**src/rtl/tt_scan_pkg.sv**
```systemverilog
// Shared types and constants for the truth-table scanner: FSM states,
// table geometry and the repeating per-vector dwell pattern.
package tt_scan_pkg;

    localparam int N_IN    = 4;
    localparam int TBL_W   = 2 ** N_IN;
    localparam int DWELL_W = 4;

    localparam logic [DWELL_W-1:0] DWELL0 = 4'd7;
    localparam logic [DWELL_W-1:0] DWELL1 = 4'd2;
    localparam logic [DWELL_W-1:0] DWELL2 = 4'd9;
    localparam logic [DWELL_W-1:0] DWELL3 = 4'd4;

    localparam logic [DWELL_W-1:0] DWELL_ONE = 4'd1;
    localparam logic [DWELL_W-1:0] DWELL_TWO = 4'd2;

    localparam logic [DWELL_W-1:0] DWELL_TAB [4] = '{DWELL0, DWELL1, DWELL2, DWELL3};

    typedef enum logic [1:0] {
        IDLE  = 2'd0,
        DRIVE = 2'd1,
        FIN   = 2'd2
    } scan_state_e;

    function automatic logic [DWELL_W-1:0] dwell_of(input logic [1:0] idx);
        return DWELL_TAB[idx];
    endfunction

endpackage

```
**src/rtl/tt_scanner_if.sv**
```systemverilog
// Bundle between the scanner and its surroundings: scan control/result
// signals plus the stimulus/response pair wired to the lab circuit.
interface tt_scanner_if;
    import tt_scan_pkg::*;

    logic              start;
    logic [TBL_W-1:0]  expected_i;
    logic              z_i;
    logic [N_IN-1:0]   vec_o;
    logic              busy;
    logic              done;
    logic [TBL_W-1:0]  table_o;
    logic              match;
    logic [TBL_W-1:0]  glitch_o;

    modport master (
        output start, expected_i, z_i,
        input  vec_o, busy, done, table_o, match, glitch_o
    );

    modport slave (
        input  start, expected_i, z_i,
        output vec_o, busy, done, table_o, match, glitch_o
    );

endinterface

```
**src/rtl/tt_dwell_cnt.sv**
```systemverilog
// Loadable down-counter timing how long each input vector is held.
// Load wins over decrement; the count never wraps below zero.
module tt_dwell_cnt #(
    parameter int W = 4
) (
    input  logic         clk,
    input  logic         rst_n,
    input  logic         load,
    input  logic [W-1:0] load_val,
    input  logic         dec,
    output logic [W-1:0] cnt,
    output logic         zero
);

    logic [W-1:0] cnt_r;

    // Counter register: load a fresh dwell, else step down while enabled.
    always_ff @(posedge clk or negedge rst_n) begin
        if (!rst_n) begin
            cnt_r <= {W{1'b0}};
        end else if (load) begin
            cnt_r <= load_val;
        end else if (dec && (cnt_r != {W{1'b0}})) begin
            cnt_r <= cnt_r - {{(W-1){1'b0}}, 1'b1};
        end else begin
            cnt_r <= cnt_r;
        end
    end

    assign cnt  = cnt_r;
    assign zero = (cnt_r == {W{1'b0}});

endmodule

```
**src/rtl/tt_scanner.sv**
```systemverilog
// Walks the 4-input lab circuit through all vectors, captures Z into a truth
// table and compares it to a golden table. TT_SCAN_GLITCH_CHECK_EN adds per-vector Z stability flags.
module tt_scanner
    import tt_scan_pkg::*;
(
    input  logic       clk,
    input  logic       rst_n,
    tt_scanner_if.slave bus
);

    scan_state_e        state_r, state_nxt_s;
    logic [N_IN-1:0]    vec_r, vec_nxt_s;
    logic [TBL_W-1:0]   table_r, table_nxt_s;
    logic               busy_r, busy_nxt_s;
    logic               done_r, done_nxt_s;
    logic               match_r, match_nxt_s;
    logic [TBL_W-1:0]   glitch_nxt_s;

    logic               cnt_load_s;
    logic [DWELL_W-1:0] cnt_load_val_s;
    logic               cnt_dec_s;
    logic [DWELL_W-1:0] cnt_s;
    logic               cnt_zero_s;
    logic               last_vec_s;

    assign last_vec_s = (vec_r == {N_IN{1'b1}});
    assign cnt_dec_s  = (state_r == DRIVE) && (cnt_s != {DWELL_W{1'b0}});

    tt_dwell_cnt #(
        .W (DWELL_W)
    ) u_dwell_cnt (
        .clk      (clk),
        .rst_n    (rst_n),
        .load     (cnt_load_s),
        .load_val (cnt_load_val_s),
        .dec      (cnt_dec_s),
        .cnt      (cnt_s),
        .zero     (cnt_zero_s)
    );

`ifdef TT_SCAN_GLITCH_CHECK_EN
    logic [TBL_W-1:0]   glitch_r;
    logic               zref_r, zref_nxt_s;
    logic [DWELL_W-1:0] dwell_cur_s;

    assign dwell_cur_s = dwell_of(vec_r[1:0]);

    // Glitch tracking: reference Z taken on dwell cycle 2, any later difference flags the vector.
    always_comb begin
        zref_nxt_s   = zref_r;
        glitch_nxt_s = glitch_r;
        if ((state_r == IDLE) && bus.start) begin
            glitch_nxt_s = {TBL_W{1'b0}};
        end else if (state_r == DRIVE) begin
            if ((dwell_cur_s >= DWELL_TWO) && (cnt_s == (dwell_cur_s - DWELL_TWO))) begin
                zref_nxt_s = bus.z_i;
            end else if ((dwell_cur_s > DWELL_TWO) && (cnt_s < (dwell_cur_s - DWELL_TWO))
                         && (bus.z_i != zref_r)) begin
                glitch_nxt_s[vec_r] = 1'b1;
            end else begin
                zref_nxt_s = zref_r;
            end
        end else begin
            glitch_nxt_s = glitch_r;
        end
    end

    // Glitch flag and reference-sample registers.
    always_ff @(posedge clk or negedge rst_n) begin
        if (!rst_n) begin
            glitch_r <= {TBL_W{1'b0}};
            zref_r   <= 1'b0;
        end else begin
            glitch_r <= glitch_nxt_s;
            zref_r   <= zref_nxt_s;
        end
    end

    assign bus.glitch_o = glitch_r;
`else
    assign glitch_nxt_s = {TBL_W{1'b0}};
    assign bus.glitch_o = {TBL_W{1'b0}};
`endif

    // Next-state and datapath decode; match is taken from the next table so it lines up with done.
    always_comb begin
        state_nxt_s    = state_r;
        vec_nxt_s      = vec_r;
        table_nxt_s    = table_r;
        busy_nxt_s     = busy_r;
        done_nxt_s     = 1'b0;
        match_nxt_s    = match_r;
        cnt_load_s     = 1'b0;
        cnt_load_val_s = {DWELL_W{1'b0}};
        case (state_r)
            IDLE: begin
                if (bus.start) begin
                    state_nxt_s    = DRIVE;
                    vec_nxt_s      = {N_IN{1'b0}};
                    table_nxt_s    = {TBL_W{1'b0}};
                    busy_nxt_s     = 1'b1;
                    match_nxt_s    = 1'b0;
                    cnt_load_s     = 1'b1;
                    cnt_load_val_s = dwell_of(2'd0) - DWELL_ONE;
                end else begin
                    state_nxt_s = IDLE;
                end
            end
            DRIVE: begin
                if (cnt_zero_s) begin
                    table_nxt_s[vec_r] = bus.z_i;
                    if (last_vec_s) begin
                        state_nxt_s = FIN;
                        busy_nxt_s  = 1'b0;
                        done_nxt_s  = 1'b1;
                        match_nxt_s = (table_nxt_s == bus.expected_i)
                                      && (glitch_nxt_s == {TBL_W{1'b0}});
                    end else begin
                        vec_nxt_s      = vec_r + {{(N_IN-1){1'b0}}, 1'b1};
                        cnt_load_s     = 1'b1;
                        cnt_load_val_s = dwell_of(vec_nxt_s[1:0]) - DWELL_ONE;
                    end
                end else begin
                    state_nxt_s = DRIVE;
                end
            end
            FIN: begin
                state_nxt_s = IDLE;
            end
            default: begin
                state_nxt_s = IDLE;
            end
        endcase
    end

    // FSM state register.
    always_ff @(posedge clk or negedge rst_n) begin
        if (!rst_n) begin
            state_r <= IDLE;
        end else begin
            state_r <= state_nxt_s;
        end
    end

    // Registered scan outputs.
    always_ff @(posedge clk or negedge rst_n) begin
        if (!rst_n) begin
            vec_r   <= {N_IN{1'b0}};
            table_r <= {TBL_W{1'b0}};
            busy_r  <= 1'b0;
            done_r  <= 1'b0;
            match_r <= 1'b0;
        end else begin
            vec_r   <= vec_nxt_s;
            table_r <= table_nxt_s;
            busy_r  <= busy_nxt_s;
            done_r  <= done_nxt_s;
            match_r <= match_nxt_s;
        end
    end

    assign bus.vec_o   = vec_r;
    assign bus.table_o = table_r;
    assign bus.busy    = busy_r;
    assign bus.done    = done_r;
    assign bus.match   = match_r;

endmodule

```
**src/flat_wrapper.sv**
```systemverilog
// flat-port wrapper written by rule: the top's interface ports become plain ports
module tt_scanner_flat import tt_scan_pkg::*;
  (clk, rst_n, bus_start, bus_expected_i, bus_z_i, bus_vec_o, bus_busy, bus_done, bus_table_o, bus_match, bus_glitch_o);
  tt_scanner_if bus_i ();
  input  logic clk;
  input  logic rst_n;
  input wire logic [$bits(bus_i.start)-1:0] bus_start;
  input wire logic [$bits(bus_i.expected_i)-1:0] bus_expected_i;
  input wire logic [$bits(bus_i.z_i)-1:0] bus_z_i;
  output wire logic [$bits(bus_i.vec_o)-1:0] bus_vec_o;
  output wire logic [$bits(bus_i.busy)-1:0] bus_busy;
  output wire logic [$bits(bus_i.done)-1:0] bus_done;
  output wire logic [$bits(bus_i.table_o)-1:0] bus_table_o;
  output wire logic [$bits(bus_i.match)-1:0] bus_match;
  output wire logic [$bits(bus_i.glitch_o)-1:0] bus_glitch_o;
  assign bus_i.start = bus_start;
  assign bus_i.expected_i = bus_expected_i;
  assign bus_i.z_i = bus_z_i;
  assign bus_vec_o = bus_i.vec_o;
  assign bus_busy = bus_i.busy;
  assign bus_done = bus_i.done;
  assign bus_table_o = bus_i.table_o;
  assign bus_match = bus_i.match;
  assign bus_glitch_o = bus_i.glitch_o;
  tt_scanner u_core (.clk(clk), .rst_n(rst_n), .bus(bus_i));
endmodule
```
**config.mk**
```make
export PLATFORM = sky130hd
export DESIGN_NAME = tt_scanner_flat
export DESIGN_NICKNAME = d
export VERILOG_FILES = /design/src/rtl/tt_scan_pkg.sv /design/src/rtl/tt_scanner_if.sv /design/src/rtl/tt_dwell_cnt.sv /design/src/rtl/tt_scanner.sv /design/src/flat_wrapper.sv
export SDC_FILE = /design/constraint.sdc
export NUM_CORES = 1
export LEC_CHECK = 0
export ABC_AREA = 1
export CORE_UTILIZATION = 52
export DETAILED_ROUTE_END_ITERATION = 16
export GPL_TIMING_DRIVEN = 0
export PLACE_DENSITY = 0.94
export SLEW_MARGIN = 5
export SYNTH_ARGS = -nofsm -noshare
export SYNTH_HDL_FRONTEND = slang
export SYNTH_SLANG_ARGS = --single-unit
export TNS_END_PERCENT = 1
```
**constraint.sdc**
```tcl
create_clock -name clk -period 2.35 [get_ports clk]
set_input_delay 0.3525 -clock clk [delete_from_list [all_inputs] [get_ports clk]]
set_output_delay 0.3525 -clock clk [all_outputs]
set_load 0.005 [all_outputs]
```
==> summary.md, run 1 <==
| Metric | Value |
|---|---|
| Wire length per cell | `13.1 um` |
| Post-CTS sizing | `0` |
| Yosys top cell area share | `33.5%` |
| Routability cong. | `0.895` |
| Worst slew margin relative to its limit | `54.2%` |
| Critical path origin | `u_core.bus.vec_o[0]` |
| Core area | `4000 um2` |
| Number of remaining DRC errors | `0` |
| Post-synth ARST share | `100%` |
| Worst Clk Skew | `0.0125 ns` |
| Maximum clock path buffer count | `2` |
| Total Neg Setup Slack | `0 ns` |
| Dominant cells by area after synthesis | `dfrtp_1 33%, nand2_1 14%, nand3_1 12%` |
| CP Capture Point | `u_core.u_dwell_cnt.cnt[3]` |
| Max Cap Violations | `0` |
| Post-synth top area cell | `dfrtp_1` |
| H-tree depth | `2` |
| Final Setup Violations | `0` |
| Worst-Margin Slew | `0.688 ns` |
| Worst VDD drop | `716 uV` |
| Final core occ | `69.4%` |
| Layout overhead on the synthesized area | `28.0%` |
| FP Rows | `23` |
| Worst Path Required | `2.52 ns` |
| Fin crit share | `84.0%` |
| CP max FO | `8` |
| Post-synthesis sequential area ratio | `33.5%` |
| Initial Util | `54.2%` |
| Netlist cell types | `25` |
| Clock net sink count | `29` |
| Fin crit period | `1.97 ns` |
| Number of global-route vias before repair | `2115` |
| CTS tree | `done` |
| Final #Nets | `406` |
| Reg clk slew, reported paths | `0.07 ns` |
| Via count | `2327` |
| Initial DRC count | `258` |
| Worst-case reg-to-reg path depth | `9` |
| Worst setup EP type | `register` |
| Die area | `4430 um2` |
| Critical setup path kind | `reg -> reg` |
| Outcome | `finished, final reports clean` |
| Cell Pwr Density | `771 nW/um2` |
| Post-Route WL | `5590 um` |
| Most used DFF post-synth | `dfrtp_1` |
| Post-synthesis mux area share | `0%` |
| Post-synth EDFFs | `0` |
| Worst-path cell chain | `ha_1 > nand3_2 > nand2_1 > nor2_2 > inv_1 > nand2_1 > o21ai_0 > o211ai_1 > o21ai_1` |
| RSZ-0062 raised after global routing | `false` |
| Die Span Y | `66.6 um` |
| Post-Syn Area | `2170 um2` |
| Remaining Overflow, GRT | `0` |
| Worst hold-check path type | `in -> async` |
| Synth top cells by count | `81 x nand2_1, 51 x nand3_1, 40 x inv_1` |
| Fmax | `506 MHz` |
| RR Endpoint | `u_core.u_dwell_cnt.cnt[3]` |
| WP data arrival | `2.14 ns` |
| Synth Area in Simple Gates | `34.4%` |
| First-pass GRT wire length | `8940 um` |
| Clock latency on the worst-skew pair | `0.30 ns` |
| Adder-Cell Fraction of Synth Area | `5.19%` |
| GRT Overall Usage | `26.7%` |
| Synth Instances | `314` |
| Leak | `1.41 nW` |
| Avg Inst Size Synth | `6.91 um2` |
| CTS Hold Bufs | `0` |
| Synth Area in Compound Gates | `9.29%` |
| Post-DP HPWL | `4060 um` |
| Yosys reg bits | `29` |
| Hold Vio Cnt, Final | `0` |
| Largest family of logic cells by synthesized area | `simple AND/OR/NAND/NOR gates` |
| R2R Setup Slk | `0.38 ns` |
| Final ANT Viol Nets | `0` |
| R2R Path Start | `u_core.bus.vec_o[0]` |
| Die W | `66.6 um` |
| Most frequent CP cell | `nand2_1` |
| # IOs | `59` |
| I/O Buffers | `41` |
| Most frequent cell after synthesis | `nand2_1` |
| Post-synthesis xor/xnor area fraction | `0.808%` |
| Largest net degree at the start of global routing | `30` |
| Number of diodes | `0` |
| DRT Pass-1 Iters | `5` |
| Yosys warning count | `0` |
| Initial antenna violation count | `0` |
| Slowest CP cell | `dfrtp_1` |
| Setup crit start kind | `register` |
| Post-CTS setup buffers | `0` |
| Crit path largest cell delay | `0.48 ns` |
| Root buffer cell | `clkbuf_8` |
| Slew Viols, Final | `0` |
| # fillers | `338` |
| Cts bufs inserted | `5` |
| Layout cells sized above 1 | `12.2%` |
| Vias per cell | `5.44` |
## layout by cell type (no fill, tap or decap), drive strengths merged
| master | Yosys | final |
|---|---|---|
| a21oi | 3 | 3 |
| buf | 24 | 25 |
| clkbuf | 2 | 8 |
| clkdlybuf4s50 | 0 | 40 |
| clkinv | 1 | 3 |
| conb | 1 | 16 |
| dfrtp | 29 | 29 |
| ha | 9 | 9 |
| inv | 47 | 47 |
| nand2 | 81 | 81 |
| nand3 | 53 | 53 |
| nand3b | 2 | 2 |
| nand4 | 10 | 10 |
| nor2 | 18 | 18 |
| o211a | 1 | 1 |
| o211ai | 5 | 5 |
| o21ai | 19 | 19 |
| o22ai | 7 | 7 |
| xnor2 | 1 | 1 |
| xor2 | 1 | 1 |
## stage by stage
stage / cell area [um2] / cells / hold WS [ns] / setup slack (ns) / power, mW
finish: 2780 / 428 / 0.0953 / 0.375 / 2.14
global route: 2780 / 428 / 0.158 / 0.237 / 2.29
CTS: 2780 / 428 / 0.122 / 0.428 / 2.13
detailed placement: 2690 / 420 / 0.434 / 0.380 / 1.71
global placement: 2700 / 420 / 0.491 / 0.359 / 1.66
floorplan: 2220 / 329 / 0.0569 / 0.713 / 1.37
## logic make-up after synthesis
kind of cell / after synthesis
simple gates: 164
buf+inv: 74
compound gates: 35
flops: 29
fa+ha+maj: 9
xor+xnor: 2
other cells: 1
## worst min-delay path by stage
stage,slack [ns],to,cells past startpoint
floorplan,0.06,u_core.bus.busy,0
global placement,0.49,u_core.bus.busy,2
detailed placement,0.43,u_core.bus.table_o[5],1
CTS,0.12,u_core.bus.table_o[0],1
global route,0.16,u_core.bus.table_o[0],1
finish,0.1,u_core.bus.table_o[5],1
## flip-flops by register name, summed over array words and instances, names as in the netlist
signal / count
u_core.bus.vec_o: 4
u_core.bus.table_o: 16
u_core.state_r: 2
u_core.bus.match: 1
u_core.bus.busy: 1
u_core.bus.done: 1
u_core.u_dwell_cnt.cnt: 4
## metal layers
layer  wire length (um)  track usage (%)  up-vias
li1                   -                -     1125
met1               2240             31.3     1072
met2               2780             45.3      110
met3                398             5.82       20
met4                178             13.6        0
met5                  0                0        -
## cell type report
cell class	instances	area (um2)	area share, %
buffer	26	180	6.49
clock buffer	6	72.6	2.61
clock inverter	2	10.0	0.361
inverter	48	180	6.49
multi-input combinational	226	1140	41.0
sequential	29	726	26.1
tap	50	62.6	2.25
timing repair buffer	41	405	14.6
## critical path: cells and delay by family (launching register included)
family	cells	cell delay (ns)
AND/OR/NAND/NOR	4	0.63
flip-flops	1	0.48
adder cells (fa/ha/maj)	1	0.34
AO/OA/AOI/OAI	3	0.31
buffers and inverters	1	0.09
## power by group
part	total [mW]	switching, mW	internal [mW]
sequential	0.682	0.0814	0.600
combinational	1.05	0.617	0.432
clock	0.410	0.205	0.205
Power figures use the tool's default switching activity.
==> inputs of run 2 (changes only) <==
--- a/config.mk
+++ b/config.mk
@@ -6,10 +6,10 @@
 export NUM_CORES = 1
 export LEC_CHECK = 0
 export ABC_AREA = 1
-export CORE_UTILIZATION = 52
+export CORE_UTILIZATION = 49
 export DETAILED_ROUTE_END_ITERATION = 16
 export GPL_TIMING_DRIVEN = 0
-export PLACE_DENSITY = 0.94
+export PLACE_DENSITY = 0.9
 export SLEW_MARGIN = 5
 export SYNTH_ARGS = -nofsm -noshare
 export SYNTH_HDL_FRONTEND = slang
==> constraint.sdc (replaced) <==
create_clock -name clk -period 1.9 [get_ports clk]
set_input_delay 0.285 -clock clk [delete_from_list [all_inputs] [get_ports clk]]
set_output_delay 0.285 -clock clk [all_outputs]
set_load 0.005 [all_outputs]
==> summary.md, run 2 (same netlist as run 1, synthesis figures left out) <==
| Metric | Value |
|---|---|
| Outcome | `finished, final reports clean (unchanged)` |
| Number of diodes | `0 (unchanged)` |
| Critical setup path kind | `reg -> reg (unchanged)` |
| Post-DP HPWL | `4100 um (was 4060 um)` |
| Worst slew margin relative to its limit | `54.1% (was 54.2%)` |
| CTS tree | `done (unchanged)` |
| Final #Nets | `407 (was 406)` |
| Total power | `2.69 mW (was 2.14 mW)` |
| Largest net degree at the start of global routing | `30 (unchanged)` |
| Setup crit start kind | `register (unchanged)` |
| Worst Clk Skew | `0.0108 ns (was 0.0125 ns)` |
| Clock net sink count | `29 (unchanged)` |
| Root buffer cell | `clkbuf_8 (unchanged)` |
| FP Rows | `23 (unchanged)` |
| Multi-input logic area | `1160 um2 (was 1140 um2)` |
| Vias per cell | `5.19 (was 5.44)` |
| Clock latency on the worst-skew pair | `0.30 ns (about the same)` |
| R2R Path Start | `u_core.bus.vec_o[1] (was u_core.bus.vec_o[0])` |
| Maximum clock path buffer count | `2 (unchanged)` |
| Worst VDD drop | `677 uV (was 716 uV)` |
| Fmax | `542 MHz (was 506 MHz)` |
| Number of global-route vias before repair | `2013 (was 2115)` |
| Final core occ | `68.2% (was 69.4%)` |
| First-pass GRT wire length | `8600 um (was 8940 um)` |
| Initial DRC count | `191 (was 258)` |
| Final Setup Violations | `0 (unchanged)` |
| Remaining Overflow, GRT | `0 (unchanged)` |
| Post-Route WL | `5570 um (was 5590 um)` |
| Cell Pwr Density | `959 nW/um2 (was 771 nW/um2)` |
| Most common cell after layout, fill and taps aside | `nand2_1 (unchanged)` |
| Most frequent cells in the layout | `80 x nand2_1, 51 x nand3_1, 40 x clkdlybuf4s50_1, 39 x inv_1, 27 x dfrtp_1 (was 81 x nand2_1, 51 x nand3_1, 40 x inv_1, 40 x clkdlybuf4s50_1, 29 x dfrtp_1)` |
| Initial Util | `52.7% (was 54.2%)` |
| Max reg flops | `16 (unchanged)` |
| H-tree depth | `2 (unchanged)` |
| Core area | `4120 um2 (was 4000 um2)` |
| RSZ-0062 raised after global routing | `true (was false)` |
| Worst setup EP type | `register (unchanged)` |
| Worst Path Required | `2.14 ns (was 2.52 ns)` |
| Layout cells sized above 1 | `14.0% (was 12.2%)` |
| Die area | `4690 um2 (was 4430 um2)` |
| Max Cap Violations | `0 (unchanged)` |
| Via count | `2225 (was 2327)` |
| Hold Vio Cnt, Final | `0 (unchanged)` |
| Die Span Y | `68.5 um (was 66.6 um)` |
| GRT Overall Usage | `25.1% (was 26.7%)` |
| CP max FO | `7 (was 8)` |
| I/O Buffers | `41 (unchanged)` |
| Fin crit share | `97.2% (was 84.0%)` |
| DRT Pass-1 Iters | `4 (was 5)` |
| Cts bufs inserted | `5 (unchanged)` |
| Layout overhead on the synthesized area | `29.4% (was 28.0%)` |
| Worst hold-check path type | `in -> async (unchanged)` |
| Worst-case reg-to-reg path depth | `12 (was 9)` |
| Die W | `68.5 um (was 66.6 um)` |
| R2R Setup Slk | `0.05 ns (was 0.38 ns)` |
| Initial antenna violation count | `0 (unchanged)` |
| Design Area, Final | `2810 um2 (was 2780 um2)` |
| Sequential Area | `728 um2 (was 726 um2)` |
| # IOs | `59 (unchanged)` |
| Fin crit period | `1.85 ns (was 1.97 ns)` |
| Worst-Margin Slew | `0.688 ns (about the same)` |
| # fillers | `356 (was 338)` |
| RR Endpoint | `u_core.bus.match (was u_core.u_dwell_cnt.cnt[3])` |
| WP data arrival | `2.09 ns (was 2.14 ns)` |
| Worst hold slack | `0.0253 ns (was 0.0953 ns)` |
| DP Area | `2690 um2 (unchanged)` |
| Reg clk slew, reported paths | `0.07 ns (about the same)` |
| Final ANT Viol Nets | `0 (unchanged)` |
| Slew Viols, Final | `0 (unchanged)` |
| Wire length per cell | `13.0 um (was 13.1 um)` |
| Leak | `1.41 nW (about the same)` |
| Routability cong. | `0.870 (was 0.895)` |
| Number of remaining DRC errors | `0 (unchanged)` |
==> run 2: changes by cell type in the layout (fill, tap and decap cells not counted), moves of 2 or more <==
cell     delta
dfrtp_1     -2
dfrtp_2     +2
ha_1        -2
ha_2        +2
==> run 2: through the flow <==
step / std cells / setup TNS, ns / setup slack [ns]
2_1_floorplan: 329 / 0 / 0.263
3_3_place_gp: 420 / -0.508 / -0.0184
3_5_place_dp: 420 / -0.0551 / -0.0516
4_1_cts: 428 / 0 / 0.0188
5_1_grt: 429 / -0.0750 / -0.0750
6_report: 429 / 0 / 0.0538
==> run 2: metal layers <==
metal,up-vias,part of all wire [%],global-route usage (%),routed length [um]
met2,84,48,42.2,2690
met4,0,2.4,9.64,135
met5,-,0,0,0
met3,16,5.9,6.91,330
met1,1009,43,30.3,2410
li1,1116,-,-,-
==> run 2: what timing repair did <==
item,in CTS,in global routing
gates resized for setup,2,6
pin swaps,0,1
setup endpoints to repair,2,18
hold buffers,0,0
endpoints found under the hold margin,0,0
setup buffers,0,1
==> run 2: report_power, final <==
group / leakage [nW] / internal (mW) / switching [mW]
Sequential: 0.380 / 0.746 / 0.111
Clock: 0.0450 / 0.254 / 0.266
Combinational: 0.987 / 0.552 / 0.764
==> run 2: critical path: stages, from the launching register on <==
cell and delay, ns:
dfrtp_2 0.46, inv_1 0.16, ha_2 0.27, inv_1 0.08
nor2_1 0.14, nand2_1 0.09, nand3_1 0.07, nand2_1 0.05
nor2_1 0.10, nand2_1 0.11, nor2_1 0.11, nand3_1 0.09
nand2_1 0.06
==> run 2: how the worst max path moves through the flow <==
| stage | start | to | cells after the start | slack [ns] |
|---|---|---|---|---|
| CTS | u_core.bus.vec_o[1] | u_core.bus.match | 12 | 0.02 |
| finish | u_core.bus.vec_o[1] | u_core.bus.match | 12 | 0.05 |
| global placement | rst_n | u_core.bus.busy | 1 | -0.02 |
| floorplan | u_core.bus.vec_o[0] | u_core.u_dwell_cnt.cnt[3] | 9 | 0.26 |
| global route | u_core.bus.vec_o[1] | u_core.bus.match | 12 | -0.08 |
| detailed placement | u_core.bus.vec_o[0] | u_core.u_dwell_cnt.cnt[3] | 9 | -0.05 |
==> run 2: layout make-up <==
cell class                 count  area share [%]
buffer                        26            6.42
clock buffer                   6            2.59
sequential                    29            26.0
inverter                      48            6.42
timing repair buffer          42            14.7
clock inverter                 2           0.357
tap                           50            2.23
multi-input combinational    226            41.3
==> inputs of run 3 (changes only) <==
--- a/config.mk
+++ b/config.mk
@@ -6,6 +6,7 @@
 export NUM_CORES = 1
 export LEC_CHECK = 0
 export ABC_AREA = 1
+export CAP_MARGIN = 20
 export CORE_UTILIZATION = 49
 export DETAILED_ROUTE_END_ITERATION = 16
 export GPL_TIMING_DRIVEN = 0
==> results of run 3 <==
No change in the layout: final DEF, timing and power equal those of run 2.
